`src/rtl/tile_gen_if.sv`:
```
// Lane-pattern bus between the tile generator and its consumer.
// The master side is the generator; the slave side owns the start button.
interface tile_gen_if;
   logic       start_n;
   logic [2:0] data;
   logic       row_strobe;
   logic [7:0] row_cnt;
   logic       busy;
   logic       done;

   modport master (
      input  start_n,
      output data,
      output row_strobe,
      output row_cnt,
      output busy,
      output done
   );

   modport slave (
      output start_n,
      input  data,
      input  row_strobe,
      input  row_cnt,
      input  busy,
      input  done
   );
endinterface

```
`src/rtl/tile_gen.sv`:
```
// Tile generator: presents a pseudo-random, never-empty 3-lane row pattern once per
// row window for ROWS rows, then idles in DONE until the start button is pressed again.
module tile_gen #(
   parameter int          WINDOW = 1000,
   parameter int          ROWS   = 32,
   parameter logic [15:0] SEED   = 16'hACE1
) (
   input  logic       div_clk,
   input  logic       rst,
   tile_gen_if.master io
);

   localparam logic [1:0]  IDLE = 2'd0;
   localparam logic [1:0]  RUN  = 2'd1;
   localparam logic [1:0]  DONE = 2'd2;

   // An all-zero LFSR would lock up, so a zero seed falls back to the default.
   localparam logic [15:0] SEED_EFF = (SEED == 16'h0000) ? 16'hACE1 : SEED;
   localparam logic [31:0] WIN_LAST = 32'(WINDOW);
   localparam logic [7:0]  ROW_LAST = 8'(ROWS);

   function automatic logic [2:0] lane_map(input logic [2:0] raw);
      return (raw == 3'b000) ? 3'b010 : raw;
   endfunction

   function automatic logic [15:0] lfsr_next(input logic [15:0] l);
      return {l[14:0], l[15] ^ l[13] ^ l[12] ^ l[10]};
   endfunction

   logic [1:0]  state;
   logic [31:0] cnt;
   logic [15:0] lfsr;
   logic [2:0]  data_p0;
   logic        vld_p0;
   logic [7:0]  row_cnt;
   logic        win_end;
   logic        last_row;

   assign win_end  = (cnt == WIN_LAST);
   assign last_row = (row_cnt >= ROW_LAST);

   always_ff @(posedge div_clk or negedge rst) begin
      if (!rst) begin
         state   <= IDLE;
         cnt     <= 32'd0;
         lfsr    <= SEED_EFF;
         data_p0 <= 3'b000;
         vld_p0  <= 1'b0;
         row_cnt <= 8'd0;
      end else begin
         vld_p0 <= 1'b0;
         case (state)
            IDLE, DONE: begin
               data_p0 <= 3'b000;
               cnt     <= 32'd0;
               if (!io.start_n) begin
                  // A new game loads its first row on the same edge that sees the button.
                  state   <= RUN;
                  data_p0 <= lane_map(lfsr[2:0]);
                  lfsr    <= lfsr_next(lfsr);
                  row_cnt <= 8'd1;
                  vld_p0  <= 1'b1;
               end
            end
            RUN: begin
               if (!win_end) begin
                  cnt <= cnt + 32'd1;
               end else if (!last_row) begin
                  data_p0 <= lane_map(lfsr[2:0]);
                  lfsr    <= lfsr_next(lfsr);
                  cnt     <= 32'd0;
                  row_cnt <= row_cnt + 8'd1;
                  vld_p0  <= 1'b1;
               end else begin
                  state   <= DONE;
                  data_p0 <= 3'b000;
                  cnt     <= 32'd0;
               end
            end
            default: begin
               state   <= IDLE;
               data_p0 <= 3'b000;
               cnt     <= 32'd0;
            end
         endcase
      end
   end

   assign io.data       = data_p0;
   assign io.row_strobe = vld_p0;
   assign io.row_cnt    = row_cnt;
   assign io.busy       = (state == RUN);
   assign io.done       = (state == DONE);

endmodule

```
`src/flat_wrapper.sv`:
```
// flat-port wrapper written by rule: the top's interface ports become plain ports
module tile_gen_flat 
#(
   parameter int          WINDOW = 1000,
   parameter int          ROWS   = 32,
   parameter logic [15:0] SEED   = 16'hACE1
)
  (div_clk, rst, io_start_n, io_data, io_row_strobe, io_row_cnt, io_busy, io_done);
  tile_gen_if io_i ();
  input  logic div_clk;
  input  logic rst;
  input wire logic [$bits(io_i.start_n)-1:0] io_start_n;
  output wire logic [$bits(io_i.data)-1:0] io_data;
  output wire logic [$bits(io_i.row_strobe)-1:0] io_row_strobe;
  output wire logic [$bits(io_i.row_cnt)-1:0] io_row_cnt;
  output wire logic [$bits(io_i.busy)-1:0] io_busy;
  output wire logic [$bits(io_i.done)-1:0] io_done;
  assign io_i.start_n = io_start_n;
  assign io_data = io_i.data;
  assign io_row_strobe = io_i.row_strobe;
  assign io_row_cnt = io_i.row_cnt;
  assign io_busy = io_i.busy;
  assign io_done = io_i.done;
  tile_gen #(.WINDOW(WINDOW), .ROWS(ROWS), .SEED(SEED)) u_core (.div_clk(div_clk), .rst(rst), .io(io_i));
endmodule
```
`config.mk`:
```
export PLATFORM = sky130hd
export DESIGN_NAME = tile_gen_flat
export DESIGN_NICKNAME = d
export VERILOG_FILES = /design/src/rtl/tile_gen_if.sv /design/src/rtl/tile_gen.sv /design/src/flat_wrapper.sv
export SDC_FILE = /design/constraint.sdc
export NUM_CORES = 1
export LEC_CHECK = 0
export BUFFER_PORTS_ARGS = -buffer_cell sky130_fd_sc_hd__buf_2
export CORE_UTILIZATION = 48
export CTS_CLUSTER_DIAMETER = 40
export DETAILED_ROUTE_END_ITERATION = 16
export GPL_TIMING_DRIVEN = 0
export PLACE_DENSITY = 0.65
export SLEW_MARGIN = 20
export SYNTH_ARGS = -nofsm -noshare
export SYNTH_HDL_FRONTEND = slang
export SYNTH_SLANG_ARGS = --single-unit
```
`constraint.sdc`:
```
create_clock -name div_clk -period 3 [get_ports div_clk]
set_clock_uncertainty 0.05 [all_clocks]
set_input_delay 0.15 -clock div_clk [delete_from_list [all_inputs] [get_ports div_clk]]
set_output_delay 0.15 -clock div_clk [all_outputs]
set_load 0.1 [all_outputs]
```
==> run metrics <==
status completed; count of buffer and inverter cells on the critical path 2; critical path, cell by cell clkbuf_1 -> nor4_1 -> nand4_1 -> or2_2 -> o21ai_2 -> buf_2 -> nor2_1; P&R area growth vs syn 12.8%; Die H 81.0 um; GR Overflow Total 0; top cells by count, synth 54 x dfrtp_1, 37 x nor2_1, 17 x nand2_1, 17 x xor2_1, 13 x nand4_1; overall power 1.60 mW; Setup Fix Bufs, Post-CTS 0; number of global-route vias before repair 1985; IO buf count 16; Net Count, Synth 284; startpoint types register; Routed Wire Length 5340 um; number of max-cap violations 0; GRT Total Usage 0.187; required time worst endpoint 3160 ps; Nets 312; Yosys top cell by area dfrtp_1; die width 81.0 um; Slew HR 0.491; FF+latch count, synth 62; diode count 0; Post-synth EDFFs 0; worst r2r dst u_core.cnt[26]; main combinational cell family by area after synthesis simple AND/OR/NAND/NOR gates; RSZ-0062 raised after global routing false; Max FO, Critical Path 10; synthesized instance count 277; final non-filler cell total 385; dominant synthesized flop cell dfrtp_1; Ys Warns 0; DPL Wire Length 3550 um; site row count 28; CP Capture Type register; HP Class input port to register; CTS HTree Levels 3; Clk Latency, worst-skew pair 330 ps; ranking of synthesized cells by area dfrtp_1 45%, dfstp_2 7.0%, xor2_1 5.0%; Synth Area in Compound Gates 0.0534; Tcrit/Tclk final 0.806; DIE AREA 6570 um^2; Layout fillers 524; via count 2025; cts bufs inserted 9; FF-to-FF path depth 7; Placer Congestion 0.777; Final Hold Vio Count 0; synthesized area per cell 10.8 um^2; Initial DRT Pass Iterations 4; post-route ant nets 0; worst r2r src u_core.cnt[22]; Worst Setup Path Type register to register; leak pwr 1.54 nW; Period minus WS final 2420 ps; CP max stage cell or2_2; setup TNS 0 ps; Critical Path Stages 7; Top delay family on crit path simple AND/OR/NAND/NOR gates; layout cells sized above 1 0.245; number of remaining DRC errors 0; clk buf depth 2; Starting DRT DRC Count 90; cell area after synthesis 3000 um^2; Root Driver clkbuf_8; initial antenna violation count 0; register area share after synthesis 0.521; fmax 413 MHz; flop-to-flop setup slack 580 ps; clock-pin slew on the worst setup and hold paths 70 ps; post_cts resized 0; clk sinks 62; peak supply drop 0.246 mV; Slew @ Worst Pin 763 ps; CTS tree yes; Worst Setup EP u_core.cnt[26]; Post-synth ARST share 1.00; final slew viol count 0; max incr delay on CP 390 ps; Worst EP arrival 2580 ps; mux contribution to synthesized area 0.0651; Yosys top cell area share 0.451; vias per cell 5.26; largest net degree at the start of global routing 63; crit path from u_core.cnt[22]; Yosys cell types 43; Ports 17; wire length per cell 13.9 um; DP Cell Count 368; XOR/XNOR Fraction of Synth Area 0.0818; first-pass GRT wire length 9200 um; simple-gate area share of the yosys netlist 0.227; initial cell density of the core 0.501; adder-cell share of the synthesized area 0.0167; top-count cell post-synth dfrtp_1; power per cell area 473 nW/um^2; final setup fails 0; core area 5990 um^2; hold_buf cts 1
per-layer routing:
layer | vias up | wire (um) | global-route usage | share of wire
li1 | 1015 | - | - | -
met3 | 9 | 130 | 0.0371 | 0.024
met4 | 0 | 76 | 0.0911 | 0.014
met5 | - | 0 | 0 | 0
met1 | 982 | 2670 | 0.251 | 0.50
met2 | 19 | 2470 | 0.290 | 0.46
through the flow:
step            util  cell area, um^2  setup slack (ps)  hold slack (ps)
3_3_place_gp   0.530             3170               583              368
5_1_grt        0.565             3380               354             25.2
3_5_place_dp   0.530             3180               580              232
6_report       0.565             3380               581             34.3
4_1_cts        0.565             3380               562             15.1
2_1_floorplan      -             3000               466             -196
power breakdown:
group / switching [mW] / leakage (nW) / total [mW] / internal (mW)
Sequential: 0.00187 / 0.787 / 0.840 / 0.839
Combinational: 0.0256 / 0.650 / 0.0317 / 0.00608
Clock: 0.343 / 0.0996 / 0.729 / 0.386
sequential cells by signal, indices dropped and copies added (netlist names):
register,count
u_core.cnt,32
u_core.io.data,3
u_core.io.row_cnt,8
u_core.io.row_strobe,1
u_core.lfsr,16
u_core.state,2
layout by cell type (no fill, tap or decap), drive strengths merged, types with 5 or more instances in the layout:
| cell type | instances |
|---|---|
| nor2 | 39 |
| dfrtp | 54 |
| buf | 21 |
| nand2 | 17 |
| nor4 | 8 |
| mux2 | 15 |
| o21ai | 9 |
| inv | 13 |
| nor3 | 7 |
| a21oi | 8 |
| xor2 | 17 |
| clkinv | 5 |
| dfstp | 8 |
| nand4 | 14 |
| nand3 | 12 |
| xnor2 | 11 |
| clkbuf | 12 |
area by class of cell:
cell class / count / area, um^2 / area share
inverters: 13 / 50.0 / 0.0148
well taps: 75 / 93.8 / 0.0277
multi-input cells: 194 / 1330 / 0.394
clock buffers: 9 / 124 / 0.0366
repair buffers: 17 / 92.6 / 0.0274
plain buffers: 8 / 55.1 / 0.0163
flip-flops and latches: 62 / 1560 / 0.462
clock inverters: 7 / 73.8 / 0.0218
worst min-delay path by stage:
stage / depth (start not counted) / end / startpoint / slack, ps
floorplan: 0 / u_core.cnt[0] / rst / -200
global placement: 2 / u_core.state[1] / io_start_n / 370
detailed placement: 1 / u_core.io.row_cnt[6] / rst / 230
CTS: 2 / u_core.state[1] / io_start_n / 20
global route: 2 / u_core.state[1] / io_start_n / 30
finish: 2 / u_core.state[1] / io_start_n / 30
cell families (layout without fill, tap and decap cells):
logic type | count (synthesis) | count (layout)
AND/OR/NAND/NOR | 121 | 121
AO/OA/AOI/OAI | 26 | 26
multiplexers | 15 | 15
adder cells (fa/ha/maj) | 4 | 4
XOR/XNOR | 28 | 28
flip-flops | 62 | 62
buffers and inverters | 21 | 54
Note: power is estimated with default switching activity, not from simulation.
